$ cat src/rtl/mem_if_pkg.sv
// mem_if_pkg: shared definitions for the mov/moc memory initiator.
//   - size encodings carried on req_size / mem_typeData
//   - FSM state enum for mem_initiator
//   - default address limit and timeout depth
//   - size_bytes(): number of bytes touched by an access, used by the
//     address limit check
package mem_if_pkg;

  localparam logic [1:0] SZ_BYTE = 2'b00;
  localparam logic [1:0] SZ_HALF = 2'b01;
  localparam logic [1:0] SZ_WORD = 2'b10;

  localparam int unsigned DEFAULT_ADDR_LIMIT     = 256;
  localparam int unsigned DEFAULT_TIMEOUT_CYCLES = 16;

  typedef enum logic [2:0] {
    ST_IDLE,
    ST_SETUP,
    ST_STROBE,
    ST_RECOVER,
    ST_ERR
  } mem_state_e;

  // Reserved size returns 0; callers reject that size before using the count.
  function automatic logic [2:0] size_bytes(input logic [1:0] size);
    case (size)
      SZ_BYTE: size_bytes = 3'd1;
      SZ_HALF: size_bytes = 3'd2;
      SZ_WORD: size_bytes = 3'd4;
      default: size_bytes = 3'd0;
    endcase
  endfunction

endpackage

$ cat src/rtl/mem_rdata_align.sv
// mem_rdata_align: selects the right-aligned load field for the access size
// and zero- or sign-extends it to 32 bits. Purely combinational, so the
// core's load path can share it.
//   size      in  2   access size (SZ_BYTE / SZ_HALF / SZ_WORD)
//   sign_ext  in  1   1 = sign-extend, 0 = zero-extend
//   raw       in  32  data as returned by the RAM (right-aligned)
//   data      out 32  extended load value
module mem_rdata_align
  import mem_if_pkg::*;
(
  input  logic [1:0]  size,
  input  logic        sign_ext,
  input  logic [31:0] raw,
  output logic [31:0] data
);

  always_comb begin
    data = raw;
    case (size)
      SZ_BYTE: data = {{24{sign_ext & raw[7]}},  raw[7:0]};
      SZ_HALF: data = {{16{sign_ext & raw[15]}}, raw[15:0]};
      default: data = raw;
    endcase
  end

endmodule

$ cat src/rtl/mem_initiator.sv
// mem_initiator: initiator side of the four-phase mov/moc RAM handshake.
// Takes one load/store at a time from the core, checks it, drives the RAM
// bus (SETUP), raises mov (STROBE) until moc, then waits for moc to fall
// (RECOVER) before accepting the next request. Illegal requests get a
// one-cycle error response without touching the bus.
//
// Optional feature macro: MEM_TIMEOUT_EN
//   defined   - STROBE and RECOVER waits are bounded by TIMEOUT_CYCLES;
//               expiry sets the sticky bus_fault flag (STROBE expiry also
//               returns an error response).
//   undefined - waits are unbounded and bus_fault is tied 0.
//
// Ports:
//   clk, rst_n        clock, asynchronous active-low reset
//   req_*             request from the core (req_ready high only in IDLE)
//   rsp_valid/err     one-cycle completion pulse, error qualifier
//   rsp_rdata         extended load data, 0 for stores and errors
//   mem_address/rw/typeData/wdata   RAM bus, held from SETUP to RECOVER
//   mem_rdata         RAM read data
//   mem_mov/mem_moc   handshake strobe / completion
//   bus_fault         sticky timeout flag
module mem_initiator
  import mem_if_pkg::*;
#(
  parameter int unsigned ADDR_LIMIT     = DEFAULT_ADDR_LIMIT,
  parameter int unsigned TIMEOUT_CYCLES = DEFAULT_TIMEOUT_CYCLES
) (
  input  logic        clk,
  input  logic        rst_n,
  input  logic        req_valid,
  output logic        req_ready,
  input  logic        req_write,
  input  logic [1:0]  req_size,
  input  logic        req_signed,
  input  logic [31:0] req_addr,
  input  logic [31:0] req_wdata,
  output logic        rsp_valid,
  output logic [31:0] rsp_rdata,
  output logic        rsp_err,
  output logic [31:0] mem_address,
  output logic        mem_rw,
  output logic [1:0]  mem_typeData,
  output logic [31:0] mem_wdata,
  input  logic [31:0] mem_rdata,
  output logic        mem_mov,
  input  logic        mem_moc,
  output logic        bus_fault
);

  if (TIMEOUT_CYCLES < 1) begin : g_bad_timeout
    $error("TIMEOUT_CYCLES must be at least 1");
  end

  mem_state_e  state_q, state_d;
  logic [31:0] mem_address_q, mem_address_d;
  logic        mem_rw_q, mem_rw_d;
  logic [1:0]  mem_type_data_q, mem_type_data_d;
  logic [31:0] mem_wdata_q, mem_wdata_d;
  logic        sign_q, sign_d;
  logic        mem_mov_q, mem_mov_d;
  logic        rsp_valid_q, rsp_valid_d;
  logic        rsp_err_q, rsp_err_d;
  logic [31:0] rsp_rdata_q, rsp_rdata_d;

  logic [32:0] last_byte;
  logic        illegal;
  logic [31:0] load_data;

  // 33-bit sum so an address near 2^32 cannot wrap below the limit.
  assign last_byte = {1'b0, req_addr} + 33'(size_bytes(req_size)) - 33'd1;

  assign illegal = (req_size == 2'b11)
                || ((req_size == SZ_HALF) && req_addr[0])
                || ((req_size == SZ_WORD) && (req_addr[1:0] != 2'b00))
                || (last_byte >= 33'(ADDR_LIMIT));

  mem_rdata_align u_align (
    .size     (mem_type_data_q),
    .sign_ext (sign_q),
    .raw      (mem_rdata),
    .data     (load_data)
  );

`ifdef MEM_TIMEOUT_EN
  localparam int unsigned CNT_W = $clog2(TIMEOUT_CYCLES) + 1;
  logic [CNT_W-1:0] cnt_q, cnt_d;
  logic             bus_fault_q, bus_fault_d;
  logic             expired;

  // True on the last permitted cycle of a wait.
  assign expired = (cnt_q == CNT_W'(TIMEOUT_CYCLES - 1));
`endif

  always_comb begin
    state_d         = state_q;
    mem_address_d   = mem_address_q;
    mem_rw_d        = mem_rw_q;
    mem_type_data_d = mem_type_data_q;
    mem_wdata_d     = mem_wdata_q;
    sign_d          = sign_q;
    rsp_valid_d     = 1'b0;
    rsp_err_d       = 1'b0;
    rsp_rdata_d     = '0;
`ifdef MEM_TIMEOUT_EN
    cnt_d           = cnt_q;
    bus_fault_d     = bus_fault_q;
`endif

    case (state_q)
      ST_IDLE: begin
        if (req_valid) begin
          if (illegal) begin
            // Response is registered so it coincides with the ERR cycle;
            // bus registers are left untouched.
            state_d     = ST_ERR;
            rsp_valid_d = 1'b1;
            rsp_err_d   = 1'b1;
          end else begin
            state_d         = ST_SETUP;
            mem_address_d   = req_addr;
            mem_rw_d        = ~req_write;
            mem_type_data_d = req_size;
            mem_wdata_d     = req_wdata;
            sign_d          = req_signed;
          end
        end
      end

      ST_ERR: state_d = ST_IDLE;

      ST_SETUP: begin
        state_d = ST_STROBE;
`ifdef MEM_TIMEOUT_EN
        cnt_d   = '0;
`endif
      end

      ST_STROBE: begin
        if (mem_moc) begin
          state_d     = ST_RECOVER;
          rsp_valid_d = 1'b1;
          rsp_rdata_d = mem_rw_q ? load_data : '0;
`ifdef MEM_TIMEOUT_EN
          cnt_d       = '0;
        end else if (expired) begin
          state_d     = ST_IDLE;
          rsp_valid_d = 1'b1;
          rsp_err_d   = 1'b1;
          bus_fault_d = 1'b1;
        end else begin
          cnt_d = cnt_q + 1'b1;
`endif
        end
      end

      ST_RECOVER: begin
        if (!mem_moc) begin
          state_d = ST_IDLE;
`ifdef MEM_TIMEOUT_EN
        end else if (expired) begin
          state_d     = ST_IDLE;
          bus_fault_d = 1'b1;
        end else begin
          cnt_d = cnt_q + 1'b1;
`endif
        end
      end

      default: state_d = ST_IDLE;
    endcase

    // mov is registered from the next state so it is glitch-free and
    // falls in the same edge that leaves STROBE.
    mem_mov_d = (state_d == ST_STROBE);
  end

  always_ff @(posedge clk or negedge rst_n) begin
    if (!rst_n) begin
      state_q         <= ST_IDLE;
      mem_address_q   <= '0;
      mem_rw_q        <= 1'b1;
      mem_type_data_q <= 2'b00;
      mem_wdata_q     <= '0;
      sign_q          <= 1'b0;
      mem_mov_q       <= 1'b0;
      rsp_valid_q     <= 1'b0;
      rsp_err_q       <= 1'b0;
      rsp_rdata_q     <= '0;
    end else begin
      state_q         <= state_d;
      mem_address_q   <= mem_address_d;
      mem_rw_q        <= mem_rw_d;
      mem_type_data_q <= mem_type_data_d;
      mem_wdata_q     <= mem_wdata_d;
      sign_q          <= sign_d;
      mem_mov_q       <= mem_mov_d;
      rsp_valid_q     <= rsp_valid_d;
      rsp_err_q       <= rsp_err_d;
      rsp_rdata_q     <= rsp_rdata_d;
    end
  end

`ifdef MEM_TIMEOUT_EN
  always_ff @(posedge clk or negedge rst_n) begin
    if (!rst_n) begin
      cnt_q       <= '0;
      bus_fault_q <= 1'b0;
    end else begin
      cnt_q       <= cnt_d;
      bus_fault_q <= bus_fault_d;
    end
  end

  assign bus_fault = bus_fault_q;
`else
  assign bus_fault = 1'b0;
`endif

  assign req_ready    = (state_q == ST_IDLE);
  assign rsp_valid    = rsp_valid_q;
  assign rsp_err      = rsp_err_q;
  assign rsp_rdata    = rsp_rdata_q;
  assign mem_address  = mem_address_q;
  assign mem_rw       = mem_rw_q;
  assign mem_typeData = mem_type_data_q;
  assign mem_wdata    = mem_wdata_q;
  assign mem_mov      = mem_mov_q;

endmodule

$ cat config.mk
export PLATFORM = sky130hd
export DESIGN_NAME = mem_initiator
export DESIGN_NICKNAME = d
export VERILOG_FILES = /design/src/rtl/mem_if_pkg.sv /design/src/rtl/mem_rdata_align.sv /design/src/rtl/mem_initiator.sv
export SDC_FILE = /design/constraint.sdc
export NUM_CORES = 1
export LEC_CHECK = 0
export ABC_AREA = 1
export CAP_MARGIN = 5
export CORE_MARGIN = 8
export CORE_UTILIZATION = 50
export DETAILED_ROUTE_END_ITERATION = 8
export GPL_TIMING_DRIVEN = 1
export PLACE_DENSITY = 0.83
export SYNTH_ARGS = -nofsm -noshare
export SYNTH_HDL_FRONTEND = slang
export SYNTH_SLANG_ARGS = --single-unit
export TNS_END_PERCENT = 50
$ cat constraint.sdc
create_clock -name clk -period 2.85 [get_ports clk]
set_input_delay 0.57 -clock clk [delete_from_list [all_inputs] [get_ports clk]]
set_output_delay 0.57 -clock clk [all_outputs]
set_load 0.02 [all_outputs]
==> out/metrics.yaml <==
rr_worst_depth: 9
synth_edf_count: 0
netlist_instances: 1136
use_met3_pct: 5.29
grt_max_degree: 44
start_kind: "input pin"
rows: 44
cts_made_buffers: 9
async_flop_share_pct: 100
final.setup_skew_ps: 10.3
rsz0062_at_grt: "yes"
dr.pass1.iters: 6
timing.final.ws_setup_ps: -473
place_congestion: 0.964
finalSetupViolCount: 73
crit_fanout: 8
cts_max_level: 3
grtUsageMet1_pct: 35.1
maxSlewViolCount: 0
max_freq_mhz: 301
grt-ovfl-total: 0
setup-tns-final_ps: -27170
power_frac_comb_pct: 37.9
syn_nets: 1275
intPower_mw: 2.98
yosysUniqueCellTypes: 34
violations: "setup timing"
dpl.hpwl_mm: 19.3
vias: 9295
met2_usage_pct: 51.7
reg2reg_slack_ps: 480
worstSetupPathType: "in -> reg"
viasPerCell: 5.60
arrival_ps: 3620
hold_slack_ps: 231
yosys.area.top_type: "dfrtp_1"
die_w_microns: 137
power.density_nw_per_um2: 380
synth_commonest_cells: "nand2_1 (346), inv_1 (300), dfrtp_1 (105)"
synth_ff_type: "dfrtp_1"
synth_area_sq_um: 7370
synth-seq-cells: 106
drtAntennaViolNets: 0
drive_gt1_share_pct: 30.4
p_sw_mw: 1.78
hold_violations: 0
peakVddDrop_v: 0.000328
leakage_nw: 6.65
clkLatencyLatePin_ps: 370
synth.avg_cell_area_sq_um: 6.49
fin_crit_ps: 3320
core-area_sq_um: 14500
timing.slew.headroom_pct: 15.1
synth_top_area_share_pct: 35.7
clock-sinks: 106
grt_pass1_vias: 8458
final.fill_count: 747
yosys-top-cells-area: "dfrtp_1 (36%), nand2_1 (18%), inv_1 (15%)"
status: "finished, violations left"
die_h_microns: 137
critPathCaptureType: "flip-flop"
clockBufferDepth: 2
tritoncts: "done"
stdcell_count: 1661
cts-root-buf: "clkbuf_16"
clkTransAtPathRegs_ps: 80
area_growth_pct: 69.9
ios: 208
io_buffers: 206
finalCritPeriodShare_pct: 117
post_drt_wl_per_cell_microns: 20.1
grt.total_usage_pct: 29.4
p_clk_share_pct: 27.5
maxCapViolations: 0
yosysMostFrequentCell: "nand2_1"
grt_pass1_wl_mm: 43.3
seq_power_share_pct: 34.6
ff_latch_area_sq_um: 2650
top_usage_layer: "met2"
wl_mm: 33.4
die-area_sq_um: 18900
yosys_warnings: 0
multiInputGateArea_sq_um: 4460
slowest_stage: "fa_2"
placed_cells: 1610
switching_share_pct: 37.4
worst_slew_pin_slew_ps: 1270
drc_errors: 0
drt-initial-drc-count: 1061
critPathRequiredTime_ps: 3150
regToRegEndpoint: "mem_address[16]$_DFFE_PN0P_"
synth-seq-area-share_pct: 36.0
antenna_found_initial: 1
cts_hold_buf: 0
hp-class: "in -> async"
r2r_start: "state_q[1]$_DFF_PN0_"
initial_core_util_pct: 50.9
fin_nets: 1610
slowest_delay_ps: 400
==> worst max path at each step <==
stage | startpoint | endpoint | slack, ps | cells past startpoint
6_report | req_size[0] | mem_address[16]$_DFFE_PN0P_ | -470 | 26
5_1_grt | req_addr[23] | mem_address[16]$_DFFE_PN0P_ | -590 | 21
4_1_cts | req_size[1] | mem_address[11]$_DFFE_PN0P_ | -290 | 27
3_5_place_dp | req_size[1] | mem_address[23]$_DFFE_PN0P_ | -1050 | 26
3_3_place_gp | req_size[1] | sign_q$_DFFE_PN0P_ | -980 | 22
2_1_floorplan | req_size[1] | mem_address[29]$_DFFE_PN0P_ | 1 | 25
==> cells by family after synthesis <==
family	Yosys count	synth area share (%)
and+or+nand+nor	599	35.4
buffers and inverters	345	18.7
DFF	106	36.0
AOI/OAI and AO/OA	49	3.63
adders and majority gates	35	6.05
xor gates and xnor gates	1	0.119
other	1	0.0509
==> worst max-delay path: cells and delay by family <==
kind / cells / cell delay (ps)
and+or+nand+nor: 14 / 1360
buffers and inverters: 8 / 860
AOI/OAI and AO/OA: 1 / 80
adders and majority gates: 3 / 720
==> per-layer routing <==
layer	share of wire (%)	vias to the layer above
met5	0	-
met4	5.8	0
met3	11	192
met2	48	673
met1	35	4344
li1	-	4086
==> cell usage in the layout, fill, tap and decap left out, types with 5 or more instances in the layout <==
cell type,netlist,layout
nand3_2,0,15
dlymetal6s2s_1,0,16
clkdlybuf4s50_1,0,177
buf_4,5,116
nor2_2,5,19
buf_16,0,11
nor3_1,7,7
nand3b_1,7,7
a21oi_2,0,11
ha_1,34,6
inv_2,9,38
dfrtp_1,105,105
nand2_1,346,210
buf_12,0,12
clkbuf_16,0,12
buf_6,7,9
a21oi_1,32,17
nand4_1,78,78
inv_1,300,267
nor2_1,102,78
nand2_2,1,112
nand3_1,43,27
o21bai_1,5,5
nand2_4,0,25
ha_4,0,27
dlygate4sd2_1,0,7
nor2_4,2,12
==> power groups by stage <==
stage / Clock (mW) / Sequential, mW / Combinational (mW)
global placement: 0 / 1.66 / 1.47
detailed placement: 0 / 1.67 / 1.49
CTS: 1.29 / 1.64 / 1.57
global route: 1.37 / 1.66 / 1.92
finish: 1.31 / 1.65 / 1.81
floorplan: 0 / 1.77 / 0.640
==> registers in the layout (all words and copies together) (netlist names) <==
name,cells
state_q,3
mem_wdata,32
rsp_valid,1
mem_rw,1
sign_q,1
rsp_rdata,32
mem_address,32
mem_mov,1
rsp_err,1
mem_typeData,2
==> metrics by stage <==
step	total power, mW	util (%)	worst slack, ps	area, sq um
floorplan	2.41	-	1.17	7460
global placement	3.13	72.4	-982	10500
detailed placement	3.16	72.4	-1050	10500
CTS	4.50	80.7	-287	11700
global route	4.94	86.5	-595	12500
finish	4.76	86.5	-473	12500
==> area by class of cell <==
cell class / count / share of cell area [%]
inverters: 313 / 9.54
flip-flops and latches: 106 / 21.2
multi-input cells: 685 / 35.6
clock buffers: 9 / 1.80
well taps: 184 / 1.84
clock inverters: 7 / 0.640
diodes: 1 / 0.0200
repair buffers: 356 / 29.3
==> what timing repair did <==
action,4_1_cts,5_1_grt
buffers inserted,18,8
gates cloned,11,3
setup endpoints to repair,73,73
gates resized for setup,156,217
pin swaps,46,52
Note: power is estimated with default switching activity, not from simulation.
